`src/rtl/vga_gr_pkg.sv`:
```
`default_nettype none
// +----------------------------------------------------------------------+
// | Package : vga_gr_pkg                                                 |
// | Shared types and constants for the VGA graphics write datapath.      |
// | Revision: 1.0                                                        |
// +----------------------------------------------------------------------+
package vga_gr_pkg;

    localparam int NPLANES = 4;
    localparam int PLANE_W = 8;

    typedef enum logic [1:0] {
        WM0 = 2'd0,
        WM1 = 2'd1,
        WM2 = 2'd2,
        WM3 = 2'd3
    } gr_wmode_t;

    typedef enum logic [1:0] {
        FN_PASS = 2'd0,
        FN_AND  = 2'd1,
        FN_OR   = 2'd2,
        FN_XOR  = 2'd3
    } gr_fn_t;

    // Graphics register fields captured with each accepted write
    typedef struct packed {
        logic [NPLANES-1:0] sr;
        logic [NPLANES-1:0] esr;
        logic [2:0]         rot;
        gr_fn_t             fn;
        gr_wmode_t          wm;
        logic [PLANE_W-1:0] mask;
    } gr_snap_t;

    function automatic logic [PLANE_W-1:0] gr_rotr(input logic [PLANE_W-1:0] d,
                                                   input logic [2:0]         n);
        logic [2*PLANE_W-1:0] w_t;
        w_t = {d, d} >> n;
        return w_t[PLANE_W-1:0];
    endfunction

endpackage : vga_gr_pkg
`default_nettype wire

```
`src/rtl/gr_plane_alu.sv`:
```
`default_nettype none
// +----------------------------------------------------------------------+
// | Module  : gr_plane_alu                                               |
// | One plane: source select, logical op with latch, bit-mask merge.     |
// | Macro GR_WMODE3_EN enables write mode 3; otherwise mode 3 acts as 0. |
// | Revision: 1.0                                                        |
// +----------------------------------------------------------------------+
module gr_plane_alu
    import vga_gr_pkg::*;
(
    input  gr_wmode_t          i_wmode,
    input  gr_fn_t             i_fn,
    input  logic [PLANE_W-1:0] i_rot,
    input  logic               i_wr_bit,
    input  logic               i_sr_bit,
    input  logic               i_esr_bit,
    input  logic [PLANE_W-1:0] i_mask,
    input  logic [PLANE_W-1:0] i_lat,
    output logic [PLANE_W-1:0] o_data
);

    logic [PLANE_W-1:0] w_src;
    logic [PLANE_W-1:0] w_msk;
    logic [PLANE_W-1:0] w_alu;

    always_comb begin
        w_src = i_rot;
        w_msk = i_mask;
        case (i_wmode)
            WM1: begin
                // Latch copy: a zero mask selects the latch byte unchanged
                w_src = i_lat;
                w_msk = '0;
            end
            WM2: begin
                w_src = {PLANE_W{i_wr_bit}};
            end
`ifdef GR_WMODE3_EN
            WM3: begin
                w_src = {PLANE_W{i_sr_bit}};
                w_msk = i_rot & i_mask;
            end
`endif
            default: begin
                w_src = i_esr_bit ? {PLANE_W{i_sr_bit}} : i_rot;
            end
        endcase
    end

    always_comb begin
        w_alu = w_src;
        case (i_fn)
            FN_PASS: w_alu = w_src;
            FN_AND:  w_alu = w_src & i_lat;
            FN_OR:   w_alu = w_src | i_lat;
            FN_XOR:  w_alu = w_src ^ i_lat;
        endcase
    end

    assign o_data = (w_alu & w_msk) | (i_lat & ~w_msk);

endmodule : gr_plane_alu
`default_nettype wire

```
`src/rtl/gr_write_pipe.sv`:
```
`default_nettype none
// +----------------------------------------------------------------------+
// | Module  : gr_write_pipe                                              |
// | Two-stage host-to-display-memory write pipe with plane latches.      |
// | Macro GR_WMODE3_EN enables write mode 3; otherwise mode 3 acts as 0. |
// | Revision: 1.0                                                        |
// +----------------------------------------------------------------------+
module gr_write_pipe
    import vga_gr_pkg::*;
(
    input  logic        h_hclk,
    input  logic        h_reset,
    input  logic        wr_valid,
    output logic        wr_ready,
    input  logic [7:0]  wr_data,
    input  logic [16:0] wr_addr,
    input  logic [3:0]  gr0_sr,
    input  logic [3:0]  gr1_esr,
    input  logic [2:0]  gr3_rot,
    input  logic [1:0]  gr3_fn,
    input  logic [1:0]  gr5_wm,
    input  logic [7:0]  gr8_mask,
    input  logic [3:0]  sr2_map,
    input  logic        lat_ld,
    input  logic [31:0] mem_rdata,
    output logic        mem_valid,
    input  logic        mem_ready,
    output logic [31:0] mem_data,
    output logic [16:0] mem_addr,
    output logic [3:0]  mem_pen,
    output logic [31:0] lat_q
);

    logic               r_s1_vld;
    logic [7:0]         r_s1_data;
    logic [16:0]        r_s1_addr;
    logic [3:0]         r_s1_map;
    gr_snap_t           r_s1_snap;

    logic               r_s2_vld;
    logic [31:0]        r_s2_data;
    logic [16:0]        r_s2_addr;
    logic [3:0]         r_s2_pen;

    logic [31:0]        r_lat_q;

    logic               w_s1_adv;
    logic               w_accept;
    logic [PLANE_W-1:0] w_rot;
    logic [31:0]        w_word;
    gr_snap_t           w_snap_in;

    assign w_s1_adv = ~r_s2_vld | mem_ready;
    assign wr_ready = ~r_s1_vld | w_s1_adv;
    assign w_accept = wr_valid & wr_ready;

    assign w_snap_in = '{sr:   gr0_sr,
                         esr:  gr1_esr,
                         rot:  gr3_rot,
                         fn:   gr_fn_t'(gr3_fn),
                         wm:   gr_wmode_t'(gr5_wm),
                         mask: gr8_mask};

    always_ff @(posedge h_hclk) begin
        if (h_reset) begin
            r_s1_vld  <= 1'b0;
            r_s1_data <= '0;
            r_s1_addr <= '0;
            r_s1_map  <= '0;
            r_s1_snap <= '0;
        end else begin
            if (w_accept) begin
                r_s1_vld  <= 1'b1;
                r_s1_data <= wr_data;
                r_s1_addr <= wr_addr;
                r_s1_map  <= sr2_map;
                r_s1_snap <= w_snap_in;
            end else if (w_s1_adv) begin
                r_s1_vld  <= 1'b0;
            end
        end
    end

    assign w_rot = gr_rotr(r_s1_data, r_s1_snap.rot);

    generate
        for (genvar p = 0; p < NPLANES; p++) begin : g_plane
            gr_plane_alu u_alu (
                .i_wmode   (r_s1_snap.wm),
                .i_fn      (r_s1_snap.fn),
                .i_rot     (w_rot),
                .i_wr_bit  (r_s1_data[p]),
                .i_sr_bit  (r_s1_snap.sr[p]),
                .i_esr_bit (r_s1_snap.esr[p]),
                .i_mask    (r_s1_snap.mask),
                .i_lat     (r_lat_q[p*PLANE_W +: PLANE_W]),
                .o_data    (w_word[p*PLANE_W +: PLANE_W])
            );
        end
    endgenerate

    // Output stage samples the latch value present while S1 advances
    always_ff @(posedge h_hclk) begin
        if (h_reset) begin
            r_s2_vld  <= 1'b0;
            r_s2_data <= '0;
            r_s2_addr <= '0;
            r_s2_pen  <= '0;
        end else if (w_s1_adv) begin
            r_s2_vld <= r_s1_vld;
            if (r_s1_vld) begin
                r_s2_data <= w_word;
                r_s2_addr <= r_s1_addr;
                r_s2_pen  <= r_s1_map;
            end
        end
    end

    always_ff @(posedge h_hclk) begin
        if (h_reset) begin
            r_lat_q <= '0;
        end else if (lat_ld) begin
            r_lat_q <= mem_rdata;
        end
    end

    assign mem_valid = r_s2_vld;
    assign mem_data  = r_s2_data;
    assign mem_addr  = r_s2_addr;
    assign mem_pen   = r_s2_pen;
    assign lat_q     = r_lat_q;

endmodule : gr_write_pipe
`default_nettype wire

```
`config.mk`:
```
export PLATFORM = sky130hd
export DESIGN_NAME = gr_write_pipe
export DESIGN_NICKNAME = d
export VERILOG_FILES = /design/src/rtl/vga_gr_pkg.sv /design/src/rtl/gr_plane_alu.sv /design/src/rtl/gr_write_pipe.sv
export SDC_FILE = /design/constraint.sdc
export NUM_CORES = 1
export LEC_CHECK = 0
export CORE_MARGIN = 4
export CORE_UTILIZATION = 30
export CTS_BUF_LIST = sky130_fd_sc_hd__clkbuf_16
export DETAILED_ROUTE_END_ITERATION = 10
export DONT_BUFFER_PORTS = 1
export GPL_ROUTABILITY_DRIVEN = 1
export PLACE_DENSITY = 0.48
export SYNTH_ARGS = -nofsm -noshare
export SYNTH_HDL_FRONTEND = slang
export SYNTH_HIERARCHICAL = 1
export SYNTH_SLANG_ARGS = --single-unit
```
`constraint.sdc`:
```
create_clock -name h_hclk -period 3.5 [get_ports h_hclk]
set_input_delay 0.525 -clock h_hclk [delete_from_list [all_inputs] [get_ports h_hclk]]
set_output_delay 0.525 -clock h_hclk [all_outputs]
set_load 0.02 [all_outputs]
```
# --- Yosys cells after proc, flatten, opt, wreduce, memory -nomap -nowiden ---
# Cells that the tools add are included.
word_totals:
  register_bits: 139
  inputBits: 89
  out_inout_bits: 87
op_classes:
  eq_ne: 5
  n_shift: 1
  mux: 15
  n_bitwise: 30
  reduce_logical: 3
op_table:
  columns: ["op", "count"]
  rows:
  - ["$pmux 8 s4", 4]
  - ["$and 8x8->8", 12]
  - ["$or 8x8->8", 8]
  - ["$pmux 8 s2", 4]
  - ["$mux 8", 5]
  - ["$xor 8x8->8", 4]
  - ["$shr 16x3->8", 1]
  - ["$not 8->8", 1]
  - ["$eq 2x2->1 const B", 3]
  - ["$eq 2x1->1 const B", 2]
  - ["$logic_not 2->1", 1]
  - ["$mux 1", 2]
  - ["$not 1->1", 2]
  - ["$or 1x1->1", 2]
  - ["$reduce_and 2->1", 1]
  - ["$reduce_bool 2->1", 1]
  - ["$and 1x1->1", 1]

# --- Longest topological paths before layout ---
depth:
  depth_word: 7
  depth_mapped: 12

# --- Hierarchy ---
# Netlist, hierarchy kept.
by_module_without_submodules:
  columns: ["module", "n_inst", "cells_per_inst", "area_per_inst_um2", "seq_area_each_um2"]
  rows:
  - ["gr_write_pipe", 1, 619, 5848.1, 2782.7]
  - ["gr_plane_alu at g_plane[1].u_alu ...", 3, 120, 967.2, 0.0]
  - ["gr_plane_alu at g_plane[0].u_alu", 1, 120, 988.4, 0.0]

# --- Worst setup path after synthesis ---
# No wires, ideal clock.
synth_timing:
  kind: "reg2reg"
  from: "register r_s1_snap[13] (netlist name)"
  to: "register r_s2_data[13], in the netlist mem_data[13]"
  t_arrival_ns: 2.298
  required_ns: 3.430
  slack_ns: 1.132
  path_stages_with_launch: 13
  period_less_slack_ns: 2.368
  cell_sequence: "dfxtp_1 -> buf_6 -> mux2_2 -> mux2i_1 -> mux2i_1 -> nand2b_1 -> a22oi_2 -> ha_1 -> nand2_1 -> a311oi_1 -> o221a_1 -> nand3_1 -> a21oi_1"
synth_via:
  elab_chain_len: 7
  elab_cells_between_ends: 9
  classes_between: "shift (1); mux (3); bitwise (5)"
synth_rtl:
  columns: ["element", "line_no", "rtl"]
  rows:
  - ["start: declaration", "gr_write_pipe.sv:38", "gr_snap_t r_s1_snap;"]
  - ["start signal: assignment", "gr_write_pipe.sv:77", "r_s1_snap <= w_snap_in;"]
  - ["$shr 16x3->8 *", "vga_gr_pkg.sv:39", "w_t = {d, d} >> n;"]
  - ["named net w_rot[5]", "gr_write_pipe.sv:49", "logic [PLANE_W-1:0] w_rot;"]
  - ["$mux 8 *", "gr_plane_alu.sv:45", "w_src = i_esr_bit ? {PLANE_W{i_sr_bit}} : i_rot;"]
  - ["$pmux 8 s2 *", "gr_plane_alu.sv:29", "case (i_wmode)"]
  - ["$xor 8x8->8 (tied with other cells)", "gr_plane_alu.sv:56", "FN_XOR: w_alu = w_src ^ i_lat;"]
  - ["$pmux 8 s4 *", "gr_plane_alu.sv:52", "case (i_fn)"]
  - ["$and 8x8->8 *", "gr_plane_alu.sv:60", "assign o_data = (w_alu & w_msk) | (i_lat & ~w_msk);"]
  - ["$or 8x8->8 *", "gr_plane_alu.sv:60", null]
  - ["named net w_word[13]", "gr_write_pipe.sv:50", "logic [31:0] w_word;"]
  - ["end signal: assignment", "gr_write_pipe.sv:112", "r_s2_data <= w_word;"]
  - ["end: declaration", "gr_write_pipe.sv:41", "logic [31:0] r_s2_data;"]
# Mark *: on every way through the listed nets, which the timed path passes. The rest lies on a longest branch.
# A chain may end at the register's enable or synchronous reset.

# --- Worst setup path in the final report ---
layout_timing:
  from: "register r_s1_snap[13] (netlist name)"
  to: "register r_s2_data[27], in the netlist mem_data[27]"
# Same word-level chain as after synthesis.

==> key figures <==
Run status
  – Status: finished clean

Logic synthesis
  – Post-synth ARST share: 0%
  – Net Count, Synth: 1,228
  – Avg Cell Area, Syn: 8.86 µm²
  – Synth unique cells: 37
  – Synth Register Bits: 139
  – Cell Area, Synth: 9740 µm²
  – Seq/Total Area, Yosys: between 20 and 30%
  – Ys Warns: 6
  – Top post-synthesis cells by area: dfxtp_1, mux2i_1, nand2b_1
  – Top cells by count, synth: dfxtp_1, nand2b_1, mux2i_1
  – Cells after synthesis: around 1,100
  – Synth area leader: dfxtp_1
  – Post-synth EDFFs: 0
  – Ys flop type: dfxtp_1
  – Count leader, synth: dfxtp_1
  – Synth top area share: about 29%

Setup path
  – Worst reg-to-reg path cell count: 12
  – Worst EP arrival: between 3 and 4 ns
  – Reg-to-Reg End: mem_data[27]
  – Critical Path Sink: mem_data[27]
  – FF-to-FF setup slack: ~0.37 ns
  – Crit Reg-Reg Startpoint: r_s1_snap[13]
  – CP Launch Type: flop
  – Critical Path RT: slightly below 4 ns
  – Kind of critical path: flop to flop
  – Critical Path Source: r_s1_snap[13]
  – Worst-path fanout max: 9
  – Crit end category: flop

Clocking
  – CTS clk-pin slew, worst paths: 0.07 ns
  – TritonCTS clock tree: built
  – Post-CTS resize count: 0
  – Clk buf depth: 2
  – CTS Root Cell: clkbuf_16
  – Worst skew pair latency: ~0.45 ns
  – Total CTS buffers: 17
  – H-tree levels: 4
  – Setup bufs post-CTS: 0
  – Clock sink total: roughly 140
  – CTS Hold Buffers Added: 0

Flow run
  – Max Cap Viol: 0

Pwr
  – P per Cell Area: approximately 440 nW/µm²
  – VDD IR max: 0.363 mV
  – Leak Pwr: between 3 and 4 nW

Detailed routing
  – DRT Wirelength: around 31,000 µm
  – Starting DRC count in detailed routing: roughly 550
  – DRC errors left: 0
  – DR vias: around 8,100
  – Final ANT Viol Nets: 0
  – WL per Instance: between 20 and 25 µm
  – Via density: around 5.4
  – First drt pass iteration count: 5

Global route
  – Largest net degree at the start of global routing: 192
  – Vias in the first global route: slightly below 8,000
  – GR Util All Layers: between 10% and 20%
  – GRT overflow: 0
  – First-pass GRT wire length: ~48,000 µm
  – Initial antenna violation count: 1

Timing
  – Fmax: ~320 MHz
  – Fin Setup TNS: 0 ns
  – Min Hold Slack: between 0.1 and 0.15 ns
  – RSZ-0062 raised after global routing: false
  – Final WS setup: around 0.37 ns
  – Clock skew: 0.0107 ns
  – Final slew viol count: 0
  – Max transition margin: a little under two fifths
  – Final period utilization: between 80 and 90%
  – Setup Viol. Count Final: 0
  – Crit path time final: between 3 and 4 ns
  – Hold Fails Final Rpt: 0
  – Worst slew pin tran: approximately 0.94 ns

Final layout
  – Fin util: 33.0%
  – Layout cells sized above 1: between 10% and 20%
  – Final #Nets: ~1,200
  – Layout area overhead: 7.66%

Floorplan
  – Die area: approximately 35,000 µm²
  – Initial core utilization: a little under a third
  – # IOs: around 180
  – Core Region: approximately 32,000 µm²
  – Die Width: roughly 190 µm
  – Die Ht: 188 µm
  – # rows: 65

Hold path
  – Hold crit path type: primary input to flop
  – Hold path start: h_reset

Placed design
  – GP Congestion: between 0.7 and 0.8
  – Dpl ws: 0.501 ns
  – Port Buffers: 0
  – Detailed Place HPWL: 20,800 µm
## through the flow
stage          total power, W  cells  area (µm²)
6_report              0.00464   1501       10500
5_1_grt               0.00488   1501       10500
4_1_cts               0.00470   1500       10500
3_5_place_dp          0.00287   1468        9910
3_3_place_gp          0.00285   1468        9910
2_1_floorplan         0.00265   1099        9740
## where the power goes
group | leakage [nW] | switching, W | internal (W)
Combinational | 2.34 | 0.000506 | 0.000445
Sequential | 1.14 | 0.000213 | 0.00167
Clock | 0.278 | 0.000864 | 0.000947
## worst max-delay path, cell delays in order, from the launching register on
cell and delay, ns:
dfxtp_1 0.55, buf_4 0.23, mux2i_1 0.15, a221oi_1 0.62, buf_4 0.27, nand2b_1 0.09
a22oi_2 0.15, ha_1 0.20, nor4b_1 0.06, a311oi_1 0.27, o221a_1 0.25, nand3_1 0.09
a21oi_1 0.15
## state kept, by name, summed over array words and instances, names as in the netlist, 4 cells and up
signal     count
lat_q         32
mem_addr      17
mem_data      32
mem_pen        4
r_s1_addr     17
r_s1_data      8
r_s1_map       4
r_s1_snap     23
## area by class of cell
class,instances,area [µm²]
flip-flops and latches,139,2790
clock buffers,17,425
inverters,41,154
fillers,3328,21300
diodes,1,2.50
clock inverters,15,150
repair buffers,27,228
well taps,435,544
multi-input cells,826,6190
## layer usage
layer	global-route usage (%)	routed length, µm	vias up	part of all wire [%]
met1	23.8	14800	3894	48
met5	0	0	-	0
met2	27.3	14300	220	46
li1	-	-	3915	-
met4	5.08	461	0	1.5
met3	3.44	1570	26	5.1
## logic make-up (layout without fill, tap and decap cells)
kind of cell	count (synthesis)	after routing	synth area share, %
and+or+nand+nor	429	429	26.2
buffers and inverters	134	100	7.99
DFF	139	139	28.6
muxes	132	132	13.7
adders and majority gates	40	40	5.14
other	0	1	0
AOI/OAI and AO/OA	225	225	18.4
## how the worst min path moves through the flow
stage,cells past startpoint,end,slack (ns)
floorplan,2,mem_addr[15],0.44
global placement,2,mem_addr[15],0.45
detailed placement,2,r_s1_addr[5],0.46
CTS,1,mem_addr[16],0.12
global route,1,mem_addr[2],0.12
finish,1,mem_addr[16],0.14
## cells in the final DEF, fill, tap and decap left out, types with 6 or more instances in the layout
cell type / n
nand2b_1: 136
dfxtp_1: 136
mux2i_1: 125
nand3_1: 85
nand2_1: 64
nor4b_1: 63
a21oi_1: 55
o21ai_0: 46
inv_1: 41
ha_1: 40
nor2_1: 34
a22oi_2: 32
and2b_1: 32
a311oi_1: 32
o221a_1: 32
buf_4: 25
clkbuf_16: 17
o21ai_1: 7
nor2b_1: 6
o22ai_1: 6
a221oi_1: 6
No activity file was read; power rests on OpenSTA's default activity.
